File: src/rtl/cpu_memory_pkg.sv
// Shared definitions for the CPU memory stage: tag width, FSM states, access width
// codes and the store-side encoding helpers.
package cpu_memory_pkg;

    localparam int TAG_SIZE = 4;

    typedef enum logic [1:0] {
        ST_IDLE  = 2'd0,
        ST_READ  = 2'd1,
        ST_WRITE = 2'd2
    } mem_state_e;

    localparam logic [2:0] WIDTH_BYTE = 3'd1;
    localparam logic [2:0] WIDTH_HALF = 3'd2;
    localparam logic [2:0] WIDTH_WORD = 3'd4;

    // Unknown width codes fall back to a full word access.
    function automatic logic [2:0] norm_width(input logic [2:0] width);
        logic [2:0] result;
        case (width)
            WIDTH_BYTE: result = WIDTH_BYTE;
            WIDTH_HALF: result = WIDTH_HALF;
            default:    result = WIDTH_WORD;
        endcase
        return result;
    endfunction

    function automatic logic is_misaligned(input logic [2:0] width, input logic [1:0] offset);
        logic result;
        case (width)
            WIDTH_BYTE: result = 1'b0;
            WIDTH_HALF: result = offset[0];
            default:    result = (offset != 2'd0);
        endcase
        return result;
    endfunction

    function automatic logic [3:0] byte_enable(input logic [2:0] width, input logic [1:0] offset);
        logic [3:0] result;
        case (width)
            WIDTH_BYTE: result = 4'b0001 << offset;
            WIDTH_HALF: result = 4'b0011 << {offset[1], 1'b0};
            default:    result = 4'b1111;
        endcase
        return result;
    endfunction

    // Narrow stores are replicated across the word so every lane carries the data.
    function automatic logic [31:0] store_data(input logic [2:0] width, input logic [31:0] data);
        logic [31:0] result;
        case (width)
            WIDTH_BYTE: result = {4{data[7:0]}};
            WIDTH_HALF: result = {2{data[15:0]}};
            default:    result = data;
        endcase
        return result;
    endfunction

endpackage

File: src/rtl/cpu_load_align.sv
// Combinational load alignment: picks the addressed byte/halfword lane out of the
// bus word and sign- or zero-extends it to 32 bits.
module cpu_load_align
    import cpu_memory_pkg::*;
(
    input  logic [31:0] rdata,
    input  logic [1:0]  offset,
    input  logic [2:0]  width,
    input  logic        sign_ext,
    output logic [31:0] data
);

    logic [7:0]  byte_s;
    logic [15:0] half_s;

    // Lane selection followed by extension to a full register value.
    always_comb begin
        byte_s = rdata[{offset, 3'b000} +: 8];
        half_s = rdata[{offset[1], 4'b0000} +: 16];
        data   = 32'd0;
        case (width)
            WIDTH_BYTE: begin
                if (sign_ext) begin
                    data = {{24{byte_s[7]}}, byte_s};
                end else begin
                    data = {24'd0, byte_s};
                end
            end
            WIDTH_HALF: begin
                if (sign_ext) begin
                    data = {{16{half_s[15]}}, half_s};
                end else begin
                    data = {16'd0, half_s};
                end
            end
            default: data = rdata;
        endcase
    end

endmodule

File: src/rtl/cpu_memory.sv
// CPU memory stage: accepts load/store ops from execute, drives a simple
// request/ready bus with a wait-cycle timeout, and forwards results to writeback.
module cpu_memory
    import cpu_memory_pkg::*;
#(
    parameter int BUS_TIMEOUT = 255
) (
    input  logic                i_clock,
    input  logic                i_reset,
    input  logic                i_stall,
    input  logic [TAG_SIZE-1:0] i_tag,
    input  logic [4:0]          i_inst_rd,
    input  logic [31:0]         i_rd,
    input  logic [31:0]         i_pc_next,
    input  logic                i_mem_read,
    input  logic                i_mem_write,
    input  logic [2:0]          i_mem_width,
    input  logic                i_mem_signed,
    input  logic [31:0]         i_mem_address,
    output logic                o_bus_request,
    output logic                o_bus_rw,
    output logic [31:0]         o_bus_address,
    output logic [3:0]          o_bus_byte_enable,
    output logic [31:0]         o_bus_wdata,
    input  logic                i_bus_ready,
    input  logic [31:0]         i_bus_rdata,
    output logic [TAG_SIZE-1:0] o_tag,
    output logic [4:0]          o_inst_rd,
    output logic [31:0]         o_rd,
    output logic [31:0]         o_pc_next,
    output logic                o_fault,
    output logic                o_stall
);

    localparam int CNT_W = $clog2(BUS_TIMEOUT + 1);
    localparam logic [CNT_W-1:0] WAIT_LAST = CNT_W'(BUS_TIMEOUT - 1);

    mem_state_e          state_r, state_n;
    logic                bus_request_r, bus_request_n;
    logic                bus_rw_r, bus_rw_n;
    logic [31:0]         bus_address_r, bus_address_n;
    logic [3:0]          bus_byte_enable_r, bus_byte_enable_n;
    logic [31:0]         bus_wdata_r, bus_wdata_n;
    logic [TAG_SIZE-1:0] tag_r, tag_n;
    logic [4:0]          inst_rd_r, inst_rd_n;
    logic [31:0]         rd_r, rd_n;
    logic [31:0]         pc_next_r, pc_next_n;
    logic                fault_r, fault_n;
    logic [CNT_W-1:0]    wait_cnt_r, wait_cnt_n;
    logic [TAG_SIZE-1:0] pend_tag_r, pend_tag_n;
    logic [4:0]          pend_inst_rd_r, pend_inst_rd_n;
    logic [31:0]         pend_rd_r, pend_rd_n;
    logic [31:0]         pend_pc_next_r, pend_pc_next_n;
    logic [2:0]          pend_width_r, pend_width_n;
    logic                pend_signed_r, pend_signed_n;
    logic [1:0]          pend_offset_r, pend_offset_n;

    logic                accept_s;
    logic [2:0]          width_s;
    logic                misaligned_s;
    logic [31:0]         load_data_s;

    cpu_load_align u_load_align (
        .rdata    (i_bus_rdata),
        .offset   (pend_offset_r),
        .width    (pend_width_r),
        .sign_ext (pend_signed_r),
        .data     (load_data_s)
    );

    // Next-state and next-output computation for the whole stage.
    always_comb begin
        state_n           = state_r;
        bus_request_n     = bus_request_r;
        bus_rw_n          = bus_rw_r;
        bus_address_n     = bus_address_r;
        bus_byte_enable_n = bus_byte_enable_r;
        bus_wdata_n       = bus_wdata_r;
        tag_n             = tag_r;
        inst_rd_n         = inst_rd_r;
        rd_n              = rd_r;
        pc_next_n         = pc_next_r;
        fault_n           = 1'b0;
        wait_cnt_n        = wait_cnt_r;
        pend_tag_n        = pend_tag_r;
        pend_inst_rd_n    = pend_inst_rd_r;
        pend_rd_n         = pend_rd_r;
        pend_pc_next_n    = pend_pc_next_r;
        pend_width_n      = pend_width_r;
        pend_signed_n     = pend_signed_r;
        pend_offset_n     = pend_offset_r;

        width_s      = norm_width(i_mem_width);
        misaligned_s = is_misaligned(width_s, i_mem_address[1:0]);
        accept_s     = (state_r == ST_IDLE) && !i_stall && (i_tag != tag_r);

        case (state_r)
            ST_IDLE: begin
                if (accept_s) begin
                    if (!i_mem_read && !i_mem_write) begin
                        tag_n     = i_tag;
                        inst_rd_n = i_inst_rd;
                        rd_n      = i_rd;
                        pc_next_n = i_pc_next;
                    end else if (misaligned_s) begin
                        // Misaligned accesses never reach the bus and retire immediately.
                        tag_n     = i_tag;
                        inst_rd_n = i_inst_rd;
                        rd_n      = 32'd0;
                        pc_next_n = i_pc_next;
                        fault_n   = 1'b1;
                    end else begin
                        pend_tag_n        = i_tag;
                        pend_inst_rd_n    = i_inst_rd;
                        pend_rd_n         = i_rd;
                        pend_pc_next_n    = i_pc_next;
                        pend_width_n      = width_s;
                        pend_signed_n     = i_mem_signed;
                        pend_offset_n     = i_mem_address[1:0];
                        bus_request_n     = 1'b1;
                        bus_rw_n          = i_mem_write;
                        bus_address_n     = {i_mem_address[31:2], 2'b00};
                        bus_byte_enable_n = byte_enable(width_s, i_mem_address[1:0]);
                        bus_wdata_n       = i_mem_write ? store_data(width_s, i_rd) : 32'd0;
                        wait_cnt_n        = {CNT_W{1'b0}};
                        state_n           = i_mem_write ? ST_WRITE : ST_READ;
                    end
                end else begin
                    state_n = ST_IDLE;
                end
            end
            ST_READ, ST_WRITE: begin
                if (i_bus_ready || (wait_cnt_r == WAIT_LAST)) begin
                    state_n       = ST_IDLE;
                    bus_request_n = 1'b0;
                    tag_n         = pend_tag_r;
                    inst_rd_n     = pend_inst_rd_r;
                    pc_next_n     = pend_pc_next_r;
                    fault_n       = !i_bus_ready;
                    if (state_r == ST_WRITE) begin
                        rd_n = pend_rd_r;
                    end else if (i_bus_ready) begin
                        rd_n = load_data_s;
                    end else begin
                        rd_n = 32'd0;
                    end
                end else begin
                    wait_cnt_n = wait_cnt_r + {{(CNT_W-1){1'b0}}, 1'b1};
                end
            end
            default: begin
                state_n       = ST_IDLE;
                bus_request_n = 1'b0;
            end
        endcase
    end

    // State and output registers; reset aborts any in-flight access.
    always_ff @(posedge i_clock or negedge i_reset) begin
        if (!i_reset) begin
            state_r           <= ST_IDLE;
            bus_request_r     <= 1'b0;
            bus_rw_r          <= 1'b0;
            bus_address_r     <= 32'd0;
            bus_byte_enable_r <= 4'd0;
            bus_wdata_r       <= 32'd0;
            tag_r             <= {TAG_SIZE{1'b0}};
            inst_rd_r         <= 5'd0;
            rd_r              <= 32'd0;
            pc_next_r         <= 32'd0;
            fault_r           <= 1'b0;
            wait_cnt_r        <= {CNT_W{1'b0}};
            pend_tag_r        <= {TAG_SIZE{1'b0}};
            pend_inst_rd_r    <= 5'd0;
            pend_rd_r         <= 32'd0;
            pend_pc_next_r    <= 32'd0;
            pend_width_r      <= WIDTH_WORD;
            pend_signed_r     <= 1'b0;
            pend_offset_r     <= 2'd0;
        end else begin
            state_r           <= state_n;
            bus_request_r     <= bus_request_n;
            bus_rw_r          <= bus_rw_n;
            bus_address_r     <= bus_address_n;
            bus_byte_enable_r <= bus_byte_enable_n;
            bus_wdata_r       <= bus_wdata_n;
            tag_r             <= tag_n;
            inst_rd_r         <= inst_rd_n;
            rd_r              <= rd_n;
            pc_next_r         <= pc_next_n;
            fault_r           <= fault_n;
            wait_cnt_r        <= wait_cnt_n;
            pend_tag_r        <= pend_tag_n;
            pend_inst_rd_r    <= pend_inst_rd_n;
            pend_rd_r         <= pend_rd_n;
            pend_pc_next_r    <= pend_pc_next_n;
            pend_width_r      <= pend_width_n;
            pend_signed_r     <= pend_signed_n;
            pend_offset_r     <= pend_offset_n;
        end
    end

    assign o_bus_request     = bus_request_r;
    assign o_bus_rw          = bus_rw_r;
    assign o_bus_address     = bus_address_r;
    assign o_bus_byte_enable = bus_byte_enable_r;
    assign o_bus_wdata       = bus_wdata_r;
    assign o_tag             = tag_r;
    assign o_inst_rd         = inst_rd_r;
    assign o_rd              = rd_r;
    assign o_pc_next         = pc_next_r;
    assign o_fault           = fault_r;
    assign o_stall           = (state_r != ST_IDLE);

endmodule

File: config.mk
export PLATFORM = sky130hd
export DESIGN_NAME = cpu_memory
export DESIGN_NICKNAME = d
export VERILOG_FILES = /design/src/rtl/cpu_memory_pkg.sv /design/src/rtl/cpu_load_align.sv /design/src/rtl/cpu_memory.sv
export SDC_FILE = /design/constraint.sdc
export NUM_CORES = 1
export LEC_CHECK = 0
export CAP_MARGIN = 0
export CORE_MARGIN = 1.5
export CORE_UTILIZATION = 53
export CTS_CLUSTER_DIAMETER = 50
export CTS_CLUSTER_SIZE = 20
export DETAILED_ROUTE_END_ITERATION = 8
export PLACE_DENSITY = 0.86
export REMOVE_ABC_BUFFERS = 1
export SYNTH_ARGS = -nofsm -noshare
export SYNTH_HDL_FRONTEND = slang
export SYNTH_HIERARCHICAL = 1
export SYNTH_SLANG_ARGS = --single-unit
export TNS_END_PERCENT = 1
File: constraint.sdc
create_clock -name i_clock -period 6.9 [get_ports i_clock]
set_clock_uncertainty 0.2 [all_clocks]
set_input_delay 2.07 -clock i_clock [delete_from_list [all_inputs] [get_ports i_clock]]
set_output_delay 2.07 -clock i_clock [all_outputs]
set_load 0.02 [all_outputs]
==> reports/qor.csv <==
metric;value;unit
run status;completed;
Fin. Hold Viols;0;
yosys synthesis warning count;6;
via count;9885;
Leak;6.32;nW
fillcell total;1507;
slowest stage cell, crit path;buf_4;
fraction of final layout cells sized beyond drive strength 1;0.104;
Final period util;0.789;
Cell Chain, Critical Path;clkdlybuf4s50_1 -> nor2_1 -> nand2_1 -> ha_1 -> a21oi_1 -> o22a_1 -> nand3_4 -> buf_4 -> buf_4 -> mux2_2;
Routability Congestion;0.930;
I/O Buffers;289;
Worst path max stage delay;0.69;ns
Clk pwr share;0.228;
Seq pwr share;0.358;
EDFF count, synth;0;
Switching Share;0.384;
post-CTS setup buffer count;0;
chip height;150;um
DR pass1 iterations;7;
Post-DRT Antenna Nets;0;
setup_tns;0;ns
first-pass GRT wire length;54700;um
initial core utilization;0.541;
Crit path required time;7.12;ns
fin worst setup slack;1.45;ns
Routed WL;35100;um
Clock transition at path regs;0.07;ns
multi-input logic area;5050;um2
combinational power share;0.413;
CTS root buffer;clkbuf_16;
most frequent cells in the layout;clkdlybuf4s50_1, dfrtp_1, a21oi_1;
Synth Flop Type;dfrtp_1;
synthesis-stage register bit count;231;
final-report max-slew violation count;0;
Syn Area/Cell;10.9;um2
Setup crit start kind;input pin;
Final HPWL DP;22100;um
io pins;292;
Die ar.;22400;um2
row cnt;53;
P_sw;0.00261;W
Reg area;5780;um2
critical path arrival;5.67;ns
sequential share of the synthesized area;0.507;
H-tree levels;1;
worst skew pair latency;0.53;ns
Worst slew margin;0.133;
# nets final;1446;
initial DRC count;858;
Critical Path Sink Type;flip-flop;
vias per cell;6.21;
WL/cell;22.0;um
Worst IR Drop VDD;289;uV
Die W;150;um
Gate Count Post-Synth;1044;
most used cell, CP;buf_4;
Fmax achieved;184;MHz
crit path max fanout;64;
initial antenna violation count;4;
Post-Syn Area;11400;um2
minimum clock period;5.45;ns
post_cts resized;0;
CTS Hold Bufs;0;
Residual DRC;0;
core area;21100;um2
CTS tree;done;
Num CTS Buffers;29;
Max-Cap Viols;0;
RSZ-0062 raised after global routing;no;
area delta synth->final;34.2;%
WS Path Type;input pin to flip-flop;
Finish-stage setup viols;0;
Sink Count;231;
vias in the first global route;10200;
largest net degree at the start of global routing;121;
type of the worst min-delay path;flip-flop to flip-flop;
pre-CTS WS;0.981;ns
GRT Util Overall;0.312;
PD cells;443;nW/um2
Longest Clk Path Bufs;3;
most common cell after layout, fill and taps aside;clkdlybuf4s50_1;
GRT Residual Overflow;0;
post-synthesis cell type count;59;
Slew @ Worst Pin;1.29;ns
share of flip-flops with an asynchronous set or reset;1.00;
Int Pwr;0.00418;W
-- cells in the mapped netlist, types with 2 or more instances --
| library cell | instances | area share |
|---|---|---|
| dfrtp_1 | 230 | 0.50 |
| a21oi_1 | 152 | 0.067 |
| o21ai_0 | 89 | 0.039 |
| nand2_1 | 86 | 0.028 |
| mux2_1 | 59 | 0.058 |
| mux2_2 | 51 | 0.050 |
| mux2i_1 | 42 | 0.037 |
| clkbuf_1 | 40 | 0.013 |
| a22o_1 | 32 | 0.025 |
| a22oi_1 | 32 | 0.021 |
| buf_2 | 31 | 0.014 |
| inv_1 | 29 | 0.0095 |
| nand3_1 | 23 | 0.010 |
| a32oi_1 | 16 | 0.012 |
| buf_6 | 14 | 0.014 |
| o211ai_1 | 14 | 0.0092 |
| nor2_1 | 11 | 0.0036 |
| nor2b_1 | 10 | 0.0055 |
| o221ai_1 | 9 | 0.0069 |
| a221oi_1 | 8 | 0.0061 |
| ha_1 | 8 | 0.0088 |
| mux4_1 | 7 | 0.016 |
| xnor2_1 | 5 | 0.0038 |
| buf_4 | 3 | 0.0020 |
| o31ai_1 | 3 | 0.0020 |
| or3_1 | 3 | 0.0016 |
| a21o_1 | 2 | 0.0013 |
| nand2b_1 | 2 | 0.0011 |
| nor3_1 | 2 | 0.00088 |
| or4_1 | 2 | 0.0013 |
-- sequential cells by signal, summed over array words and instances (netlist names) --
name               cells
o_bus_wdata           32
o_pc_next             32
o_rd                  32
pend_pc_next_r        32
pend_rd_r             32
o_bus_address         30
wait_cnt_r             8
o_inst_rd              5
pend_inst_rd_r         5
o_bus_byte_enable      4
o_tag                  4
pend_tag_r             4
pend_width_r           3
pend_offset_r          2
state_r                2
o_bus_request          1
o_bus_rw               1
o_fault                1
pend_signed_r          1
-- critical path: cells and delay by family --
kind	cells	cell delay, ns
muxes	1	0.42
and+or+nand+nor	3	0.37
AOI/OAI and AO/OA	2	0.43
buffers and inverters	3	1.68
adders and majority gates	1	0.59
-- final timing paths --
path | slack, ns | cells past startpoint | to | startpoint
setup reg to reg | 3.77 | 6 | o_rd[13] | pend_offset_r[1]
min in group asynchronous | 1.44 | 1 | o_bus_wdata[14] | i_reset
setup / recovery | 1.45 | 10 | o_bus_address[16] | i_mem_width[0]
hold / removal | 0.28 | 2 | o_bus_wdata[25] | o_bus_wdata[25]
hold reg to reg | 0.28 | 2 | o_bus_wdata[25] | o_bus_wdata[25]
max in group asynchronous | 3.84 | 2 | pend_rd_r[27] | i_reset
-- power groups by stage --
stage	Combinational (W)	Sequential (W)	Clock (W)
floorplan	0.00105	0.00282	0
global placement	0.00272	0.00240	0
detailed placement	0.00278	0.00243	0
CTS	0.00281	0.00243	0.00157
global route	0.00300	0.00251	0.00163
finish	0.00281	0.00243	0.00155
-- metrics by stage --
step	power (W)	instance area [um2]	hold slack [ns]	instances	utilization
2_1_floorplan	0.00387	10900	0.264	955	-
4_1_cts	0.00680	15300	0.285	1587	0.726
6_report	0.00679	15300	0.284	1592	0.726
3_5_place_dp	0.00521	14300	0.270	1535	0.678
3_3_place_gp	0.00511	14300	0.261	1535	0.678
5_1_grt	0.00713	15300	0.305	1589	0.726
-- cells by family after synthesis --
family	share of synthesized area
and+or+nand+nor	0.0645
buffers and inverters	0.0539
AOI/OAI and AO/OA	0.201
DFF	0.507
muxes	0.161
other	0.000329
xor gates and xnor gates	0.00384
adders and majority gates	0.00877
-- layout make-up --
cell class | instances | share of cell area
multi-input cells | 694 | 0.330
clock inverters | 21 | 0.0165
repair buffers | 305 | 0.197
diodes | 5 | 0.000817
flip-flops and latches | 231 | 0.378
inverters | 30 | 0.00735
well taps | 275 | 0.0225
clock buffers | 31 | 0.0485
-- per-layer routing --
layer	routed length, um	share of wire	global-route usage
met1	13500	0.38	0.388
met2	16700	0.48	0.506
met3	3430	0.098	0.0909
met4	1450	0.041	0.136
met5	13	0.00037	0
No activity file was read; power rests on OpenSTA's default activity.
